[src/rtl/fir_mac_serial_pkg.sv]
// Shared types and constant helpers for the serial multi-channel FIR.
// Result struct fields are sized for the widest supported build; users cast down.
package fir_mac_types;

  typedef enum logic [1:0] {
    IDLE,
    MAC,
    OUT
  } fir_state_e;

  localparam int unsigned RES_CHAN_MAX = 8;
  localparam int unsigned RES_DATA_MAX = 32;

  typedef struct packed {
    logic        [RES_CHAN_MAX-1:0] chan;
    logic signed [RES_DATA_MAX-1:0] data;
  } fir_result_t;

  // Unity gain in the Q format implied by the output shift.
  function automatic logic [63:0] identity_coef(input int unsigned out_shift);
    return 64'd1 << out_shift;
  endfunction

  // Half an output LSB, added before the arithmetic shift.
  function automatic logic [63:0] round_const(input int unsigned out_shift);
    return 64'd1 << (out_shift - 1);
  endfunction

endpackage

[src/rtl/fir_delay_bank.sv]
// Per-channel sample history: channel-addressed shift-in, tap-indexed read.
// Tap 0 holds the newest sample; the oldest falls off the end.
module fir_delay_bank
  import fir_mac_types::*;
#(
  parameter int DATA_W   = 16,
  parameter int TAPS     = 4,
  parameter int CHANNELS = 2,
  parameter int CW       = 1,
  parameter int TW       = 2
) (
  input  logic                     clk,
  input  logic                     rst_n,
  input  logic                     shift_en,
  input  logic [CW-1:0]            shift_chan,
  input  logic signed [DATA_W-1:0] shift_data,
  input  logic [CW-1:0]            rd_chan,
  input  logic [TW-1:0]            rd_tap,
  output logic signed [DATA_W-1:0] rd_data
);

  logic signed [DATA_W-1:0] line_q [CHANNELS][TAPS];

  always_ff @(posedge clk or negedge rst_n) begin
    if (!rst_n) begin
      for (int unsigned c = 0; c < CHANNELS; c++) begin
        for (int unsigned t = 0; t < TAPS; t++) begin
          line_q[c][t] <= '0;
        end
      end
    end else if (shift_en) begin
      for (int unsigned c = 0; c < CHANNELS; c++) begin
        if (CW'(c) == shift_chan) begin
          line_q[c][0] <= shift_data;
          for (int unsigned t = 1; t < TAPS; t++) begin
            line_q[c][t] <= line_q[c][t-1];
          end
        end
      end
    end
  end

  assign rd_data = line_q[rd_chan][rd_tap];

endmodule

[src/rtl/fir_mac_serial.sv]
// Time-multiplexed multi-channel FIR: one MAC per cycle, TAPS cycles per sample,
// shared run-time coefficient bank, valid/ready on both sides.
module fir_mac_serial
  import fir_mac_types::*;
#(
  parameter int DATA_W    = 16,
  parameter int COEF_W    = 16,
  parameter int TAPS      = 4,
  parameter int CHANNELS  = 2,
  parameter int OUT_SHIFT = 14,
  parameter int ACC_W     = DATA_W + COEF_W + $clog2(TAPS),
  parameter int CW        = (CHANNELS > 1) ? $clog2(CHANNELS) : 1
) (
  input  logic                       system1000,
  input  logic                       system1000_rstn,
  input  logic                       in_valid,
  output logic                       in_ready,
  input  logic signed [DATA_W-1:0]   in_data,
  input  logic [CW-1:0]              in_chan,
  input  logic                       coef_we,
  input  logic [$clog2(TAPS)-1:0]    coef_addr,
  input  logic signed [COEF_W-1:0]   coef_data,
  output logic                       out_valid,
  input  logic                       out_ready,
  output logic signed [DATA_W-1:0]   out_data,
  output logic [CW-1:0]              out_chan
);

  localparam int AW = $clog2(TAPS);
  localparam int PW = DATA_W + COEF_W;

  localparam logic signed [COEF_W-1:0] ID_COEF = COEF_W'(identity_coef(OUT_SHIFT));
  localparam logic signed [ACC_W-1:0]  RND     = ACC_W'(round_const(OUT_SHIFT));
  localparam logic signed [ACC_W-1:0]  SAT_MAX =
    {{(ACC_W-DATA_W+1){1'b0}}, {(DATA_W-1){1'b1}}};
  localparam logic signed [ACC_W-1:0]  SAT_MIN =
    {{(ACC_W-DATA_W+1){1'b1}}, {(DATA_W-1){1'b0}}};

  fir_state_e state_q, state_d;

  logic signed [COEF_W-1:0] coef_q [TAPS];
  logic [CW-1:0]            chan_q;
  logic [AW-1:0]            k_q;
  logic signed [ACC_W-1:0]  acc_q;
  fir_result_t              res_q;

  logic                     chan_ok;
  logic                     accept;
  logic                     last_tap;
  logic signed [DATA_W-1:0] x_k;
  logic signed [PW-1:0]     prod;
  logic signed [ACC_W-1:0]  acc_sum;
  logic signed [ACC_W-1:0]  rounded;
  logic signed [DATA_W-1:0] sat_val;

  assign in_ready = (state_q == IDLE) && system1000_rstn;
  assign chan_ok  = int'(in_chan) < CHANNELS;
  // Out-of-range channels still handshake so the source never stalls on them.
  assign accept   = in_valid && in_ready && chan_ok;
  assign last_tap = (state_q == MAC) && (k_q == AW'(TAPS - 1));

  fir_delay_bank #(
    .DATA_W   (DATA_W),
    .TAPS     (TAPS),
    .CHANNELS (CHANNELS),
    .CW       (CW),
    .TW       (AW)
  ) u_delay_bank (
    .clk        (system1000),
    .rst_n      (system1000_rstn),
    .shift_en   (accept),
    .shift_chan (in_chan),
    .shift_data (in_data),
    .rd_chan    (chan_q),
    .rd_tap     (k_q),
    .rd_data    (x_k)
  );

  always_ff @(posedge system1000 or negedge system1000_rstn) begin
    if (!system1000_rstn) begin
      state_q <= IDLE;
    end else begin
      state_q <= state_d;
    end
  end

  always_comb begin
    state_d = state_q;
    unique case (state_q)
      IDLE:    if (accept)    state_d = MAC;
      MAC:     if (last_tap)  state_d = OUT;
      OUT:     if (out_ready) state_d = IDLE;
      default:                state_d = IDLE;
    endcase
  end

  always_ff @(posedge system1000 or negedge system1000_rstn) begin
    if (!system1000_rstn) begin
      for (int unsigned t = 0; t < TAPS; t++) begin
        coef_q[t] <= (t == 0) ? ID_COEF : '0;
      end
    end else if (coef_we && state_q == IDLE && int'(coef_addr) < TAPS) begin
      coef_q[coef_addr] <= coef_data;
    end
  end

  // Final product is folded in combinationally so the result lands on the TAPS-th edge.
  assign prod    = x_k * coef_q[k_q];
  assign acc_sum = acc_q + ACC_W'(prod);
  assign rounded = (acc_sum + RND) >>> OUT_SHIFT;

  always_comb begin
    sat_val = rounded[DATA_W-1:0];
    if (rounded > SAT_MAX) begin
      sat_val = SAT_MAX[DATA_W-1:0];
    end else if (rounded < SAT_MIN) begin
      sat_val = SAT_MIN[DATA_W-1:0];
    end
  end

  always_ff @(posedge system1000 or negedge system1000_rstn) begin
    if (!system1000_rstn) begin
      chan_q <= '0;
      k_q    <= '0;
      acc_q  <= '0;
      res_q  <= '0;
    end else if (accept) begin
      chan_q <= in_chan;
      k_q    <= '0;
      acc_q  <= '0;
    end else if (state_q == MAC) begin
      acc_q <= acc_sum;
      k_q   <= k_q + AW'(1);
      if (last_tap) begin
        res_q.chan <= RES_CHAN_MAX'(chan_q);
        res_q.data <= RES_DATA_MAX'(sat_val);
      end
    end
  end

  assign out_valid = (state_q == OUT);
  assign out_data  = DATA_W'(res_q.data);
  assign out_chan  = CW'(res_q.chan);

endmodule
[config.mk]
export PLATFORM = sky130hd
export DESIGN_NAME = fir_mac_serial
export DESIGN_NICKNAME = d
export VERILOG_FILES = /design/src/rtl/fir_mac_serial_pkg.sv /design/src/rtl/fir_delay_bank.sv /design/src/rtl/fir_mac_serial.sv
export SDC_FILE = /design/constraint.sdc
export NUM_CORES = 1
export LEC_CHECK = 0
export ABC_CLOCK_PERIOD_IN_PS = 9420
export BUFFER_PORTS_ARGS = -buffer_cell sky130_fd_sc_hd__buf_4
export CAP_MARGIN = 20
export CORE_MARGIN = 3
export CORE_UTILIZATION = 30
export CTS_CLUSTER_DIAMETER = 150
export DETAILED_ROUTE_END_ITERATION = 10
export HOLD_SLACK_MARGIN = 0.05
export PLACE_DENSITY = 0.43
export SETUP_SLACK_MARGIN = 0.15
export SLEW_MARGIN = 0
export SYNTH_ARGS = -nofsm -noshare
export SYNTH_HDL_FRONTEND = slang
export SYNTH_SLANG_ARGS = --single-unit
[constraint.sdc]
create_clock -name system1000 -period 9.42 [get_ports system1000]
set_input_delay 1.884 -clock system1000 [delete_from_list [all_inputs] [get_ports system1000]]
set_output_delay 1.884 -clock system1000 [all_outputs]
set_load 0.01 [all_outputs]
# Yosys cells after proc, flatten, opt, wreduce, memory -nomap -nowiden
# Cells that the tools add are included.
classes:
  addsub: 3
  eq_ne: 6
  multipliers: 1
  bitwise: 5
  n_mux: 22
  n_reduce_logical: 11
  order_cmp: 6
op_table:
  columns: ["op", "n"]
  rows:
  - ["$mux W64", 3]
  - ["$mux W16", 7]
  - ["$mux W34", 2]
  - ["$bmux W16 S2", 2]
  - ["$bwmux W64", 1]
  - ["$add A34 B15 Y34 const B", 1]
  - ["$add A34 B32 Y34", 1]
  - ["$demux W16 S2", 1]
  - ["$mul A16 B16 Y32", 1]
  - ["$gt A20 B16 Y1 const B", 1]
  - ["$lt A20 B16 Y1 const B", 1]
  - ["$mux W2", 5]
  - ["$ge A3 B3 Y1 const B", 2]
  - ["$not A2 Y3", 2]
  - ["$pmux W2 S3", 1]
  - ["$reduce_and A3 Y1", 2]
  - ["$logic_and A1 B1 Y1", 5]
  - ["$eq A2 B2 Y1 const B", 2]
  - ["$ne A2 B2 Y1 const B", 2]
  - ["$reduce_and A2 Y1", 2]
  - ["$lt A3 B1 Y1 const B", 1]
  - ["$add A2 B1 Y2 const B", 1]
  - ["$eq A2 B1 Y1 const B", 1]
  - ["$ge A2 B2 Y1 const B", 1]
  - ["5 further kinds", 6]
word_totals:
  register_bits: 248
  word_cells: 72

# Logic depth before layout (Yosys ltp)
# Gate-level depths: netlist (run 1).
depth:
  word_depth: 13
  mapped_depth: 35

# Cells and area by module
# From an unflattened synthesis (run 1), not the netlist that was laid out.
hier_totals:
  cells_unflattened: 2034
  area_unflattened_um2: 22900.7
by_module_without_submodules:
  columns: ["mod", "seq_area_each_um2", "instances", "cells_each", "area_per_inst_um2"]
  rows:
  - ["fir_mac_serial", 3004.1, 1, 1706, 17110.2]
  - ["fir_delay_bank", 3203.1, 1, 328, 5790.6]

# Least setup slack after synthesis (run 1)
# OpenSTA, ideal clock, no wires.
synth_path:
  path_type: "register -> register"
  start: "reg chan_q"
  end: "reg res_q, in the netlist out_data[11]"
  arrival_time_ns: 9.326
  path_buffers: 5
  synth_period_minus_slack_ns: 9.407
  setup_time_ns: 0.080
  slack_ns: 0.013
  t_required_ns: 9.340
  path_stages_with_launch: 32
  cell_sequence: "dfrtp_1 clkbuf_1 buf_1 buf_1 mux4_2 mux2i_1 nor2_1 fa_1 inv_1 fa_1 fa_1 fa_1 inv_1 fa_1 inv_1 fa_1 inv_1 ha_1 buf_2 nand3_1 nor2_2 a21o_1 o311a_4 nor4_4 nand4_2 or3_4 or4b_4 xnor2_1 nor3_1 a21oi_4 buf_8 o211ai_2"
synth_between:
  elab_chain_cells: 13
  elab_cells_between_ends: 14
synth_lines:
  columns: ["element", "line_no", "text"]
  rows:
  - ["start, declared", "fir_mac_serial.sv:42", "logic [CW-1:0] chan_q;"]
  - ["start signal, assigned", "fir_mac_serial.sv:128", "chan_q <= in_chan;"]
  - ["$not A1 Y2 (not written as such) *", "fir_delay_bank.sv:43", "assign rd_data = line_q[rd_chan][rd_tap];"]
  - ["$mux W64 (not written as such) * (3 in a row)", "fir_delay_bank.sv:43", null]
  - ["$bmux W16 S2 *", "fir_delay_bank.sv:43", null]
  - ["$mux W16 (not written as such) * (2 in a row)", "fir_delay_bank.sv:43", null]
  - ["$mul A16 B16 Y32 *", "fir_mac_serial.sv:108", "assign prod = x_k * coef_q[k_q];"]
  - ["$add A34 B32 Y34 *", "fir_mac_serial.sv:109", "assign acc_sum = acc_q + ACC_W'(prod);"]
  - ["$add A34 B15 Y34 *", "fir_mac_serial.sv:110", "assign rounded = (acc_sum + RND) >>> OUT_SHIFT;"]
  - ["$lt A20 B16 Y1", "fir_mac_serial.sv:116", "end else if (rounded < SAT_MIN) begin"]
  - ["$mux W16", "fir_mac_serial.sv:116", null]
  - ["$mux W16 *", "fir_mac_serial.sv:114", "if (rounded > SAT_MAX) begin"]
  - ["end, declared", "fir_mac_serial.sv:45", "fir_result_t res_q;"]
# Every way passes the cells marked *; elsewhere a longest branch is shown, timed or not. The select of a mux whose other input is x is not followed.
# A chain may end at the register's enable or synchronous reset.

# Final worst setup path (run 1)
layout_path:
  start: "reg chan_q"
  end: "reg res_q, in the netlist out_data[2]"
# The elaborated chain is that of the path after synthesis.

==> metrics.txt, run 1 <==
status complete, no violations; CTS tree yes; FP Rows 100; top cell type's share of synthesized area 26.9%; drt first pass iters 5; Root Driver clkbuf_16; synth top area cells dfrtp_1, fa_1, mux2_2, ha_1, inv_1; Crit path largest cell delay 0.57 ns; H-tree depth 1; r2r setup slk 0.60 ns; Crit. End Element register; vias in the first global route 17,100; CTS sink count 248; Gate Count Post-Synth 2,088; synthesized area per cell 11.0 um^2; GR Util All Layers 16.2%; most common cell type on the critical path fa_1; Post-DP HPWL 49.2 mm; Setup crit end out_data[2]; Slowest cell on crit path fa_1; hold crit path type reg2reg; reg2reg end out_data[2]; Hold WS 0.491 ns; Data arrival, critical path 9.31 ns; number of vias per cell 4.75; Unique masters post-synth 84; Core Util, Final 34.8%; Area Growth Syn to Fin 13.8%; nets 2,624; Final setup viols 0; slew margin rel. 32.4%; sequential element share of the synthesized area 27.0%; Iter 0 DRT Violations 818; height of the die 283 um; top cells by count, synth inv_1, fa_1, dfrtp_1; Reg clk slew, reported paths 0.06 ns; min cycle time layout 8.82 ns; crit path from chan_q; Setup Crit Path Kind reg2reg; area leader, netlist dfrtp_1; Top-Level Pins 59; unrepaired setup endpoints after global routing false; predominant post-synthesis flop cell dfrtp_1; Netlist Area Pre-Place 23,000 um^2; syn nets 2,537; fraction of layout cells with a size suffix above 1 23.0%; WL/cell 19.4 um; final wirelength 62.5 mm; RR Startpoint chan_q; async set or reset register ratio after synthesis 100%; startpoint type of the worst setup path register; drt drc 0; detailed-route via count 15,300; Setup TNS Final 0 ns; WP data required 9.91 ns; RD Place Congestion 0.849; pre-CTS setup slack 0.00803 ns; maxcap violations 0; Layout Skew 0.0506 ns; first-pass GRT wire length 101 mm; r2r worst-path depth 29; clk buf depth 3; crit path max fanout 13; most frequent cell after synthesis inv_1; grt ovf 0; Die X 283 um; synthesis-stage register bit count 248; Slew Limit Fails 0; remaining antenna violation count 0; worst-skew pair later-pin latency 0.63 ns; Yosys warning count 0; core area 75,200 um^2; initial antenna violation count 1; fin crit share 93.6%; largest net degree at the start of global routing 146; PortBufs 58; Final Hold Fails 0; Die ar. 80,000 um^2; Post-synth EDFFs 0; Peak Freq 113 MHz; ANT cells 0; CTS Buf Count 31; Worst Tran Pin Value 1.01 ns; setup slack after layout 0.602 ns; initial core utilization 30.6%
-- logic make-up (layout without fill, tap and decap cells) --
family                   after synthesis  after routing  synth area share, %
adder cells (fa/ha/maj)              409            409                 32.2
AND/OR/NAND/NOR                      479            479                 9.76
AO/OA/AOI/OAI                        213            213                 6.84
buffers and inverters                418            530                 7.04
multiplexers                         282            282                 15.6
flip-flops                           248            248                 27.0
XOR/XNOR                              39             39                 1.52
-- routing by layer --
layer,global-route usage [%],part of all wire [%],vias to the layer above
met5,0,0,-
met4,3.00,1.8,0
met3,2.06,3.5,69
met2,26.2,46,259
li1,-,-,7002
met1,23.5,49,7975
-- sequential cells by signal, indices dropped and copies added, names as in the netlist --
| name | count |
|---|---|
| u_delay_bank.line_q | 128 |
| coef_q | 64 |
| acc_q | 34 |
| out_data | 16 |
| k_q | 2 |
| state_q | 2 |
| chan_q | 1 |
| out_chan | 1 |
-- critical path: cells and delay by family, from the launching register on --
kind	cells	cell delay (ns)
flip-flops	1	0.49
buffers and inverters	5	0.54
AND/OR/NAND/NOR	6	1.44
AO/OA/AOI/OAI	7	1.38
multiplexers	3	1.16
adder cells (fa/ha/maj)	8	3.67
-- worst min path at each step --
| stage | startpoint | endpoint | slack [ns] | cells past startpoint |
|---|---|---|---|---|
| global placement | out_data[14] | out_data[14] | 0.48 | 2 |
| detailed placement | out_data[14] | out_data[14] | 0.49 | 2 |
| floorplan | acc_q[6] | acc_q[6] | 0.46 | 2 |
| global route | coef_q[20] | coef_q[20] | 0.51 | 1 |
| finish | u_delay_bank.line_q[103] | u_delay_bank.line_q[87] | 0.49 | 1 |
| CTS | u_delay_bank.line_q[103] | u_delay_bank.line_q[87] | 0.49 | 1 |
-- area by class of cell --
class | instances | area (um^2)
Clock buffer | 41 | 883
Clock inverter | 17 | 173
Fill cell | 7542 | 49000
Inverter | 339 | 1270
Multi-Input combinational cell | 1422 | 15200
Sequential cell | 248 | 6210
Tap cell | 1020 | 1280
Timing Repair Buffer | 133 | 1110
-- cell usage in the layout, fill, tap and decap left out, drive strengths merged, types with 26 or more instances in the layout --
cell type,count
dfrtp,247
o21ai,63
ha,104
buf,132
nor2,142
fa,305
a21oi,38
nand2,187
clkbuf,42
mux4,39
mux2i,26
inv,342
mux2,217
xnor2,26
-- repair_timing --
item                       4_1_cts  5_1_grt
setup buffers                    1        3
setup endpoints to repair       15       16
gates resized for setup          1       12
hold buffers                     0        0
pin swaps                        1        1
cloned                           0        1
-- through the flow --
step	area, um^2	cells
finish	26200	3220
detailed placement	25000	3157
global placement	25000	3156
floorplan	23000	2088
global route	26200	3220
CTS	26100	3216
Power of run 1 is not shown: default switching activity piles up to over one toggle a cycle in this logic, so the estimate is an artifact.
==> inputs of run 2 (changes only) <==
--- a/config.mk
+++ b/config.mk
@@ -8,7 +8,7 @@
 export ABC_CLOCK_PERIOD_IN_PS = 9420
 export BUFFER_PORTS_ARGS = -buffer_cell sky130_fd_sc_hd__buf_4
 export CAP_MARGIN = 20
-export CORE_MARGIN = 3
+export CORE_MARGIN = 5
 export CORE_UTILIZATION = 30
 export CTS_CLUSTER_DIAMETER = 150
 export DETAILED_ROUTE_END_ITERATION = 10
==> run 2 against run 1 <==
Via count hardly changed. Critical path depth is 1 lower. Die area is 2.8% higher.
==> metrics.txt, run 2 (synthesis results as in run 1) <==
status complete, no violations; min cycle time layout 8.89 ns; Layout Skew 0.0304 ns; Setup Crit Path Kind reg2reg; Die ar. 82,200 um^2; maxcap violations 0; most common cell after layout, fill and taps aside inv_1; Final setup viols 0; area of the multi-input gates 15,300 um^2; CTS sink count 248; ANT cells 0; vias in the first global route 16,800; Core Util, Final 34.6%; Data arrival, critical path 9.32 ns; hold_buf cts 0; PortBufs 58; fin crit share 94.3%; startpoint type of the worst setup path register; fraction of layout cells with a size suffix above 1 23.4%; Crit path largest cell delay 0.57 ns; core area 75,900 um^2; fillers 7,610; Post-DP HPWL 48.3 mm; setup slack after layout 0.533 ns; grt ovf 0; placed insts 3,165; Final Hold Fails 0; most common cell type on the critical path fa_1; Crit. End Element register; Reg area 6210 um^2; drt first pass iters 5; Top-Level Pins 59; RD Place Congestion 0.851; Iter 0 DRT Violations 640; remaining antenna violation count 0; Peak Freq 113 MHz; Setup TNS Final 0 ns; GR Util met3 1.89%; Slowest cell on crit path fa_1; Root Driver clkbuf_16; Worst Tran Pin Value 1.03 ns; Largest Register u_delay_bank.line_q; first-pass GRT wire length 98.4 mm; crit path max fanout 15; unrepaired setup endpoints after global routing false; met2 GRT Util 23.9%; H-tree depth 1; CTS tree yes; worst-skew pair later-pin latency 0.60 ns; max reg flops 128; clk buf depth 3; WP data required 9.86 ns; height of the die 287 um; most frequent cells in the layout inv_1, fa_1, dfrtp_1; Area Growth Syn to Fin 14.3%; largest net degree at the start of global routing 75; nets 2,631; slew margin rel. 31.1%; pre-CTS setup slack 0.291 ns; met1 GRT Util 22.3%; final wirelength 61.5 mm; Die X 287 um; drt drc 0; hold crit path type reg2reg; initial antenna violation count 0; Slew Limit Fails 0; final non-filler cell total 3,236; GR Util All Layers 15.1%; FP Rows 101; Reg clk slew, reported paths 0.06 ns; number of vias per cell 4.73; initial core utilization 30.3%; Largest regs u_delay_bank.line_q (128), coef_q (64), acc_q (34); GR peak layer met2; WL/cell 19.0 um; detailed-route via count 15,300; CTS Buf Count 30
-- run 2: changes by cell type in the layout (fill, tap and decap cells not counted), moves of 3 or more --
| cell | before | now |
|---|---|---|
| clkbuf_8 | 7 | 4 |
| ha_1 | 103 | 99 |
| clkinv_2 | 7 | 4 |
| clkbuf_1 | 3 | 10 |
| ha_2 | 1 | 4 |
| buf_12 | 6 | 3 |
| buf_4 | 124 | 133 |
-- run 2: layout make-up --
type	count	area share, %
clock inverters	12	0.743
well taps	1030	4.91
clock buffers	44	3.21
repair buffers	141	4.34
flip-flops and latches	248	23.7
inverters	339	4.85
multi-input cells	1422	58.3
-- run 2: path summary, 6_finish.rpt --
path / from / to / slack, ns / cells after the start
max in group asynchronous: system1000_rstn / chan_q / 5.22 / 4
hold reg to reg: out_data[9] / out_data[9] / 0.50 / 2
setup reg to reg: chan_q / out_data[4] / 0.53 / 28
min in group asynchronous: system1000_rstn / acc_q[6] / 1.20 / 1
setup / recovery: chan_q / out_data[4] / 0.53 / 28
hold / removal: out_data[9] / out_data[9] / 0.50 / 2
-- run 2: what timing repair did --
| item | CTS | global route |
|---|---|---|
| setup buffers | 0 | 14 |
| endpoints found under the hold margin | 0 | 0 |
| endpoints found under the setup margin | 0 | 15 |
| gates resized for setup | 0 | 31 |
-- run 2: stage by stage --
stage | hold WS (ns) | cell area, um^2
after global routing | 0.511 | 26300
after floorplan | 0.455 | 23000
after CTS | 0.499 | 26000
final | 0.495 | 26300
after detailed placement | 0.485 | 25000
after global placement | 0.480 | 24900
-- run 2: worst max-delay path: cells and delay by family (launching register included) --
| kind | cells | cell delay [ns] |
|---|---|---|
| AO/OA/AOI/OAI | 5 | 1.07 |
| XOR/XNOR | 1 | 0.23 |
| adder cells (fa/ha/maj) | 7 | 3.52 |
| buffers and inverters | 6 | 0.93 |
| flip-flops | 1 | 0.40 |
| multiplexers | 2 | 0.83 |
| AND/OR/NAND/NOR | 7 | 1.73 |
-- run 2: routing by layer --
layer	share of wire [%]	up-vias	routed length [um]
met5	0	-	0
met4	2.1	0	1290
met3	3.1	71	1920
met2	45	226	27800
met1	50	7967	30600
li1	-	7039	-
Power of run 2 is left out for the same reason.
==> inputs of run 3 (changes only) <==
--- a/config.mk
+++ b/config.mk
@@ -14,6 +14,7 @@
 export DETAILED_ROUTE_END_ITERATION = 10
 export HOLD_SLACK_MARGIN = 0.05
 export PLACE_DENSITY = 0.43
+export REMOVE_ABC_BUFFERS = 1
 export SETUP_SLACK_MARGIN = 0.15
 export SLEW_MARGIN = 0
 export SYNTH_ARGS = -nofsm -noshare
==> run 3 against run 2 <==
Highest routed layer unchanged. Critical path depth rose by 1. Global-route usage grew 0.54 points. Via count fell by 0.13%. Wire length is 1.8% higher. Clock-buffer cell count rose by 1. Sequential cell count unchanged. Core utilization about the same. Critical path type unchanged. Clock skew decreased by 0.012 ns.
==> metrics.txt, run 3 (synthesis results as in run 1) <==
CTS tree yes; core area 75,900 um^2; Iter 0 DRT Violations 791; status complete, no violations; Crit path largest cell delay 0.56 ns; startpoint type of the worst setup path register; Die ar. 82,200 um^2; detailed-route via count 15,300; Crit. End Element register; Die X 287 um; Data arrival, critical path 9.34 ns; final instance area 26,300 um^2; initial core utilization 30.3%; initial antenna violation count 0; most common cell after layout, fill and taps aside inv_1; min cycle time layout 8.82 ns; ANT cells 0; reg2reg end out_data[3]; nets 2,620; Root Driver clkbuf_16; r2r setup slk 0.60 ns; H-tree depth 1; Hold Crit Endpoint out_data[9]; hold depth 2; drt drc 0; dpl cell area 24,900 um^2; Reg area 6210 um^2; crit path max fanout 15; CTS Buf Count 31; Peak Freq 113 MHz; most common cell type on the critical path fa_1; maxcap violations 0; drt first pass iters 5; RD Place Congestion 0.844; r2r worst-path depth 29; WP data required 9.94 ns; Worst Tran Pin Value 1.07 ns; height of the die 287 um; CTS sink count 248; Slowest cell on crit path or4_4; vias in the first global route 17,200; largest net degree at the start of global routing 140; unrepaired setup endpoints after global routing false; worst-skew pair later-pin latency 0.61 ns; hold_sp out_data[9]; number of vias per cell 4.74; Slew Limit Fails 0; final wirelength 62.7 mm; slew margin rel. 28.6%; GR Util All Layers 15.6%; PortBufs 58; fin crit share 93.7%; RR Startpoint chan_q; placed insts 3,158; first-pass GRT wire length 102 mm; Layout Skew 0.0182 ns; Setup Crit Path Kind reg2reg; Reg clk slew, reported paths 0.06 ns; Final setup viols 0; Post-DP HPWL 49.5 mm; fillers 7,634; fraction of layout cells with a size suffix above 1 23.1%; hold crit path type reg2reg; final non-filler cell total 3,226; Largest regs u_delay_bank.line_q (128), coef_q (64), acc_q (34); Top-Level Pins 59; Area Growth Syn to Fin 14.3%; grt ovf 0; area of the multi-input gates 15,300 um^2; most frequent cells in the layout inv_1, fa_1, dfrtp_1; WL/cell 19.4 um; remaining antenna violation count 0; max reg flops 128; clk buf depth 3; Largest Register u_delay_bank.line_q; FP Rows 101; Final Hold Fails 0
[run 3: changes by cell type in the layout (fill, tap and decap cells not counted), moves of 2 or more]
| cell | previous run | this run |
|---|---|---|
| a21oi_1 | 25 | 27 |
| a21oi_2 | 11 | 9 |
| buf_12 | 3 | 5 |
| buf_4 | 133 | 119 |
| bufinv_16 | 4 | 6 |
| clkinv_2 | 4 | 2 |
| ha_2 | 4 | 6 |
| o21ai_1 | 15 | 11 |
| o21ai_2 | 4 | 7 |
[run 3: layout make-up]
class                   instances  area share, %
multi-input cells            1422           58.3
flip-flops and latches        248           23.6
well taps                    1030           4.91
inverters                     339           4.84
repair buffers                129           4.08
clock buffers                  45           3.30
clock inverters                13          0.933
[run 3: metrics by stage]
| step | setup TNS, ns | utilization [%] | setup slack (ns) | hold WS [ns] |
|---|---|---|---|---|
| 6_report | 0 | 34.6 | 0.596 | 0.491 |
| 5_1_grt | 0 | 34.6 | 0.142 | 0.510 |
| 4_1_cts | 0 | 34.3 | 0.162 | 0.494 |
| 3_5_place_dp | 0 | 32.8 | 0.0239 | 0.480 |
| 3_3_place_gp | 0 | 32.8 | 0.160 | 0.476 |
| 2_1_floorplan | -4.54 | - | -0.332 | 0.455 |
[run 3: worst max path at each step]
stage	endpoint	from	cells after the start	slack [ns]
floorplan	out_data[1]	chan_q	27	-0.33
global placement	out_data[2]	k_q[0]	29	0.16
detailed placement	out_data[3]	k_q[0]	28	0.02
CTS	out_data[3]	chan_q	29	0.16
global route	out_data[3]	chan_q	31	0.14
finish	out_data[3]	chan_q	29	0.60
[run 3: critical path, delay by kind of cell, from the launching register on]
kind / cells / cell delay [ns]
adder cells (fa/ha/maj): 7 / 3.44
flip-flops: 1 / 0.42
AND/OR/NAND/NOR: 7 / 2.22
buffers and inverters: 7 / 0.75
AO/OA/AOI/OAI: 4 / 0.64
multiplexers: 2 / 0.91
XOR/XNOR: 2 / 0.37
[run 3: timing repair]
action | CTS | global route
endpoints found under the setup margin | 12 | 16
gates resized for setup | 2 | 30
hold buffers | 0 | 0
buffers inserted | 0 | 9
gates cloned | 0 | 1
pin swaps | 0 | 1
[run 3: layer usage]
metal / global-route usage (%) / share of wire [%] / vias up / wire length (um)
li1: - / - / 6991 / -
met2: 25.3 / 46 / 260 / 28900
met1: 22.2 / 47 / 7951 / 29600
met3: 2.22 / 3.9 / 81 / 2470
met5: 0 / 0 / - / 0
met4: 3.94 / 2.7 / 0 / 1690
Power of run 3 is left out for the same reason.
